[src/rtl/vga_timing_pkg.sv]
// Default 640x480@60 raster timing and the grey-pattern select codes
// shared by the raster generator and its sub-blocks.
package vga_timing_pkg;

    localparam int DEF_H_ACTIVE = 640;
    localparam int DEF_H_FP     = 16;
    localparam int DEF_H_SYNC   = 96;
    localparam int DEF_H_BP     = 48;
    localparam int DEF_V_ACTIVE = 480;
    localparam int DEF_V_FP     = 10;
    localparam int DEF_V_SYNC   = 2;
    localparam int DEF_V_BP     = 33;

    localparam int DEF_H_TOTAL = DEF_H_ACTIVE + DEF_H_FP + DEF_H_SYNC + DEF_H_BP;
    localparam int DEF_V_TOTAL = DEF_V_ACTIVE + DEF_V_FP + DEF_V_SYNC + DEF_V_BP;

    localparam int MAX_TOTAL = 2048;
    localparam int POS_W     = 11;

    typedef enum logic [1:0] {
        PAT_PASS  = 2'd0,
        PAT_RAMP  = 2'd1,
        PAT_BARS  = 2'd2,
        PAT_CHECK = 2'd3
    } pattern_e;

endpackage

[src/rtl/vga_sync_counter.sv]
// One raster axis: position counter with wrap, plus registered sync and
// active flags that always describe the position currently held in pos.
module vga_sync_counter
    import vga_timing_pkg::*;
#(
    parameter int   ACTIVE   = DEF_H_ACTIVE,
    parameter int   FP       = DEF_H_FP,
    parameter int   SYNC     = DEF_H_SYNC,
    parameter int   BP       = DEF_H_BP,
    parameter logic SYNC_ACT = 1'b0
) (
    input  logic             clk,
    input  logic             rst,
    input  logic             en,
    output logic [POS_W-1:0] pos,
    output logic             sync,
    output logic             active,
    output logic             wrap
);

    localparam int TOTAL = ACTIVE + FP + SYNC + BP;
    localparam logic [POS_W-1:0] LAST    = POS_W'(TOTAL - 1);
    localparam logic [POS_W-1:0] SYNC_LO = POS_W'(ACTIVE + FP);
    localparam logic [POS_W-1:0] SYNC_HI = POS_W'(ACTIVE + FP + SYNC - 1);
    localparam logic [POS_W-1:0] ACT_END = POS_W'(ACTIVE);

    logic [POS_W-1:0] nxt;

    // Reset parks on the last position so the first enable enters 0.
    assign wrap = (pos == LAST);
    assign nxt  = wrap ? '0 : pos + 1'b1;

    always_ff @(posedge clk) begin
        if (rst) begin
            pos    <= LAST;
            sync   <= ~SYNC_ACT;
            active <= 1'b0;
        end else if (en) begin
            pos    <= nxt;
            sync   <= (nxt >= SYNC_LO && nxt <= SYNC_HI) ? SYNC_ACT : ~SYNC_ACT;
            active <= (nxt < ACT_END);
        end
    end

endmodule

[src/rtl/vga_raster_gen.sv]
// Raster timing generator with grey pattern source: two axis counters, the
// frame-latched pattern select, a divider-free bar counter and the grey mux.
module vga_raster_gen
    import vga_timing_pkg::*;
#(
    parameter int   H_ACTIVE = DEF_H_ACTIVE,
    parameter int   H_FP     = DEF_H_FP,
    parameter int   H_SYNC   = DEF_H_SYNC,
    parameter int   H_BP     = DEF_H_BP,
    parameter int   V_ACTIVE = DEF_V_ACTIVE,
    parameter int   V_FP     = DEF_V_FP,
    parameter int   V_SYNC   = DEF_V_SYNC,
    parameter int   V_BP     = DEF_V_BP,
    parameter logic SYNC_ACT = 1'b0
) (
    input  logic             clk,
    input  logic             rst,
    input  logic             pix_en,
    input  logic [1:0]       pattern_sel,
    input  logic [7:0]       grey_in,
    output logic [POS_W-1:0] vga_x,
    output logic [POS_W-1:0] vga_y,
    output logic             hsync,
    output logic             vsync,
    output logic             de,
    output logic             line_start,
    output logic             frame_start,
    output logic [7:0]       grey_out
);

    localparam int H_TOTAL = H_ACTIVE + H_FP + H_SYNC + H_BP;
    localparam int V_TOTAL = V_ACTIVE + V_FP + V_SYNC + V_BP;
    localparam int BAR_W   = H_ACTIVE / 8;
    localparam logic [POS_W-1:0] HA       = POS_W'(H_ACTIVE);
    localparam logic [POS_W-1:0] VA       = POS_W'(V_ACTIVE);
    localparam logic [POS_W-1:0] BAR_LAST = POS_W'(BAR_W - 1);

    if (H_TOTAL > MAX_TOTAL || V_TOTAL > MAX_TOTAL) begin : g_bad_timing
        $error("vga_raster_gen: H_TOTAL/V_TOTAL exceed 2048");
    end

    logic             h_active, v_active, h_wrap, v_wrap, v_en;
    logic [POS_W-1:0] x_nxt, y_nxt, bar_cnt, bar_cnt_nxt;
    logic [2:0]       bar_k, bar_k_nxt;
    logic             enter_frame, de_nxt;
    pattern_e         mode, mode_nxt;
    logic [7:0]       grey_nxt;

    assign v_en = h_wrap & pix_en;

    vga_sync_counter #(
        .ACTIVE(H_ACTIVE), .FP(H_FP), .SYNC(H_SYNC), .BP(H_BP), .SYNC_ACT(SYNC_ACT)
    ) u_h (
        .clk(clk), .rst(rst), .en(pix_en),
        .pos(vga_x), .sync(hsync), .active(h_active), .wrap(h_wrap)
    );

    vga_sync_counter #(
        .ACTIVE(V_ACTIVE), .FP(V_FP), .SYNC(V_SYNC), .BP(V_BP), .SYNC_ACT(SYNC_ACT)
    ) u_v (
        .clk(clk), .rst(rst), .en(v_en),
        .pos(vga_y), .sync(vsync), .active(v_active), .wrap(v_wrap)
    );

    assign de = h_active & v_active;

    // Grey is computed for the position being entered so it moves with x/y.
    always_comb begin
        enter_frame = h_wrap & v_wrap;
        x_nxt       = h_wrap ? '0 : vga_x + 1'b1;
        y_nxt       = !h_wrap ? vga_y : (v_wrap ? '0 : vga_y + 1'b1);
        mode_nxt    = enter_frame ? pattern_e'(pattern_sel) : mode;
        bar_cnt_nxt = bar_cnt + 1'b1;
        bar_k_nxt   = bar_k;
        if (h_wrap) begin
            bar_cnt_nxt = '0;
            bar_k_nxt   = '0;
        end else if (bar_cnt == BAR_LAST) begin
            bar_cnt_nxt = '0;
            bar_k_nxt   = bar_k + 1'b1;
        end
        de_nxt   = (x_nxt < HA) && (y_nxt < VA);
        grey_nxt = 8'h00;
        if (de_nxt) begin
            case (mode_nxt)
                PAT_PASS:  grey_nxt = grey_in;
                PAT_RAMP:  grey_nxt = x_nxt[7:0];
                PAT_BARS:  grey_nxt = {bar_k_nxt, 5'b0};
                PAT_CHECK: grey_nxt = (x_nxt[5] ^ y_nxt[5]) ? 8'hFF : 8'h00;
                default:   grey_nxt = 8'h00;
            endcase
        end
    end

    always_ff @(posedge clk) begin
        if (rst) begin
            mode        <= PAT_PASS;
            bar_cnt     <= '0;
            bar_k       <= '0;
            grey_out    <= 8'h00;
            line_start  <= 1'b0;
            frame_start <= 1'b0;
        end else begin
            line_start  <= pix_en & h_wrap;
            frame_start <= pix_en & enter_frame;
            if (pix_en) begin
                mode     <= mode_nxt;
                bar_cnt  <= bar_cnt_nxt;
                bar_k    <= bar_k_nxt;
                grey_out <= grey_nxt;
            end
        end
    end

endmodule

[config.mk]
export PLATFORM = sky130hd
export DESIGN_NAME = vga_raster_gen
export DESIGN_NICKNAME = d
export VERILOG_FILES = /design/src/rtl/vga_timing_pkg.sv /design/src/rtl/vga_sync_counter.sv /design/src/rtl/vga_raster_gen.sv
export SDC_FILE = /design/constraint.sdc
export NUM_CORES = 1
export LEC_CHECK = 0
export ABC_CLOCK_PERIOD_IN_PS = 6000
export BUFFER_PORTS_ARGS = -buffer_cell sky130_fd_sc_hd__buf_2
export CAP_MARGIN = 20
export CELL_PAD_IN_SITES_DETAIL_PLACEMENT = 0
export CELL_PAD_IN_SITES_GLOBAL_PLACEMENT = 2
export CORE_MARGIN = 2
export CORE_UTILIZATION = 35
export CTS_BUF_LIST = sky130_fd_sc_hd__clkbuf_8 sky130_fd_sc_hd__clkbuf_16
export DETAILED_ROUTE_END_ITERATION = 6
export HOLD_SLACK_MARGIN = 0.03
export PLACE_DENSITY = 0.95
export SETUP_SLACK_MARGIN = 0.02
export SLEW_MARGIN = 20
export SYNTH_ARGS = -nofsm -noshare
export SYNTH_HDL_FRONTEND = slang
export SYNTH_SLANG_ARGS = --single-unit
[constraint.sdc]
create_clock -name clk -period 6 [get_ports clk]
set_input_delay 0.9 -clock clk [delete_from_list [all_inputs] [get_ports clk]]
set_output_delay 0.9 -clock clk [all_outputs]
set_load 0.03 [all_outputs]
==> results by group <==
Yosys
  – Top-count cell post-synth: dfxtp_1
  – Post-synthesis instance total: 415
  – Top post-synthesis cells by count: dfxtp_1 (52), nand2_1 (48), nor2_1 (47)
  – Post-synth top flop: dfxtp_1
  – Post-Syn Area per Cell: 7.616 sq um
  – Synth area leaders: dfxtp_1 (33%), nand2_1 (5.7%), nor2_1 (5.6%)
  – Synth Register Bits: 52
  – Synth warn: 0
  – Syn Nets: 435
  – Mapped Area: 3161 sq um
  – Sequential fraction of the synthesis area: 32.94%
  – Area share of the largest cell type after synthesis: 32.94%
  – Post-synthesis cell type count: 63
  – Number of enable flip-flop cells after synthesis: 0
  – Ys async rst share: 0%
  – Synth area leader: dfxtp_1

Floorplan
  – # IOs: 48
  – Initial Utilization: 36.24%
  – Die height: 99.03 microns
  – Row cnt: 34
  – Full die area: 9806 sq um
  – Core Region: 8721 sq um
  – Die span in x: 99.03 microns

Critical path
  – Crit-path slowest cell: nor3_2
  – Worst-path cell chain: ha_1 -> nand4_1 -> nor3_2 -> buf_4 -> nor4_1 -> nor4_4 -> a21oi_1 -> o31ai_1
  – Delay-heaviest family, CP: simple AND/OR/NAND/NOR gates
  – Max Fanout on Critical Path: 14
  – CP Data Required Time: 6.23 ns
  – Worst path max stage delay: 0.52 ns
  – Arr. time, crit path: 3.19 ns
  – Startpoint Class: flop
  – CP endpoint kind: flop
  – CP bufs+invs: 1
  – Type of the worst setup path: reg -> reg

GRT
  – GRT Util Overall: 17.28%
  – Largest net degree at the start of global routing: 35
  – Global route overflow: 0
  – Met2 usage: 26.92%
  – Initial antenna violation count: 0
  – GR Util met1: 25.00%
  – First-pass GRT wire length: 14030 microns
  – Number of global-route vias before repair: 2789
  – Top Usage Layer GRT: met2
  – Routing usage on met3: 2.553%

Drt
  – Vias: 3090
  – Routed len/inst: 15.42 microns
  – DRT Pass-1 Iters: 5
  – Routed vias/inst: 5.649
  – DRC violations left: 0
  – Routed WL: 8435 microns
  – Initial DRC Count: 185
  – Detail Route Antenna Nets: 0

Clock network
  – Clock-pin slew on the worst setup and hold paths: 0.10 ns
  – CTS H-tree depth: 2
  – Cts repair resizes: 0
  – Clock root cell: clkbuf_8
  – TritonCTS Buffers: 5
  – Clock Path Buffers: 2
  – Clock Sinks: 52
  – Post-CTS Setup Inserts: 0
  – TritonCTS clock tree: built
  – Clk Latency, worst-skew pair: 0.31 ns
  – Hold buffer count at cts: 0

Timing
  – Setup TNS: 0 ns
  – Final hold viol count: 0
  – Period utilisation layout: 49.28%
  – Minimum clock period: 2.957 ns
  – Slew Limit Headroom: 54.25%
  – Final Max Slew Viols: 0
  – Clk_skew: 0.01201 ns
  – Fmax: 338.2 MHz
  – Final setup viols: 0
  – Worst-Margin Slew: 0.6833 ns
  – RSZ-0062 raised after global routing: false

Worst hold path
  – Hold crit path type: reg -> reg

Placement
  – Dpl cells: 539
  – Area after DPL: 3402 sq um
  – Hpwl dp: 6007 microns
  – Routability cong.: 0.8815
  – Port bufs: 47

Finish
  – Final net count: 458
  – Register area: 1041 sq um
  – Filler cell count: 915
  – Antenna Diode Count: 0
  – Synth-to-layout area growth: 10.49%
  – Non-filler cells, final: 547
  – Fin area: 3492 sq um
  – Layout cell share with drive strength beyond 1: 15.03%
  – Multi-input gate area: 1938 sq um

Run status
  – Outcome: finished clean

Power
  – Pwr dens: 267.6 nW/um^2
  – Leak Pwr: 1.332 nW
  – VDD IR-drop max: 0.1168 mV

Job
  – # Max-Cap Violations: 0
[per-layer routing]
metal | vias up | wire [microns]
met5 | - | 0
met4 | 0 | 100
met3 | 10 | 363
met2 | 65 | 3764
met1 | 1458 | 4207
li1 | 1557 | -
[registers in the layout (all words and copies together) (netlist names)]
| register | flops |
|---|---|
| bar_cnt | 11 |
| bar_k | 3 |
| frame_start | 1 |
| grey_out | 8 |
| line_start | 1 |
| mode | 2 |
| u_h.active | 1 |
| u_h.pos | 11 |
| u_h.sync | 1 |
| u_v.active | 1 |
| u_v.pos | 11 |
| u_v.sync | 1 |
[final timing paths]
kind,startpoint,to,slack (ns),cells past startpoint
setup / recovery,u_h.pos[0]$_SDFFE_PP1P_,grey_out[7]$_SDFFE_PP0P_,3.04,8
setup reg to reg,u_h.pos[0]$_SDFFE_PP1P_,grey_out[7]$_SDFFE_PP0P_,3.04,8
hold reg to reg,grey_out[3]$_SDFFE_PP0P_,grey_out[3]$_SDFFE_PP0P_,0.46,2
hold / removal,grey_out[3]$_SDFFE_PP0P_,grey_out[3]$_SDFFE_PP0P_,0.46,2
[layout by cell type (no fill, tap or decap), types with 3 or more instances in the layout]
| cell type | n |
|---|---|
| nand4_1 | 9 |
| o211ai_1 | 8 |
| and3_1 | 6 |
| clkbuf_8 | 5 |
| inv_1 | 10 |
| nand3b_1 | 3 |
| nor2_1 | 47 |
| or4_1 | 7 |
| nor3_1 | 11 |
| xnor2_1 | 9 |
| a21oi_1 | 25 |
| o311ai_0 | 4 |
| ha_1 | 7 |
| dfxtp_1 | 52 |
| or4_4 | 3 |
| xor2_1 | 14 |
| a31oi_1 | 8 |
| o21ai_0 | 27 |
| o22ai_1 | 3 |
| and2_1 | 3 |
| nand2_1 | 48 |
| or3_1 | 9 |
| nand3_1 | 18 |
| nor4b_1 | 3 |
| and4_1 | 3 |
| buf_2 | 47 |
[kinds of logic after synthesis]
| logic type | synth area share [%] |
|---|---|
| AND/OR/NAND/NOR | 30.48 |
| AO/OA/AOI/OAI | 21.06 |
| flip-flops | 32.94 |
| buffers and inverters | 5.740 |
| XOR/XNOR | 6.374 |
| adder cells (fa/ha/maj) | 3.088 |
| multiplexers | 0.3167 |
[where the power goes]
part / internal (mW) / switching (mW) / total [mW]
Combinational: 0.113 / 0.209 / 0.322
Clock: 0.0832 / 0.126 / 0.209
Sequential: 0.367 / 0.0370 / 0.404
Total: 0.563 / 0.372 / 0.935
[stage by stage]
| step | utilization (%) | power (mW) | hold WS (ns) | setup WS, ns |
|---|---|---|---|---|
| 6_report | 40.04 | 0.9346 | 0.4588 | 3.043 |
| 5_1_grt | 40.04 | 0.9975 | 0.4899 | 2.815 |
| 4_1_cts | 40.04 | 0.9419 | 0.4672 | 3.064 |
| 3_5_place_dp | 39.01 | 0.7324 | 0.4423 | 3.077 |
| 3_3_place_gp | 39.01 | 0.7319 | 0.4390 | 3.213 |
| 2_1_floorplan | - | 0.6555 | 0.4462 | 3.311 |
[worst min-delay path: cells and delay by family, from the launching register on]
kind               cells  cell delay [ns]
DFF                    1             0.34
AOI/OAI and AO/OA      1             0.05
and+or+nand+nor        1             0.04
[layout make-up]
cell class	instances	share of cell area (%)
well taps	108	3.870
repair buffers	49	7.166
clock buffers	5	1.971
inverters	10	1.075
flip-flops and latches	52	29.81
multi-input cells	320	55.50
clock inverters	3	0.6091
(Power assumes the default switching activity.)
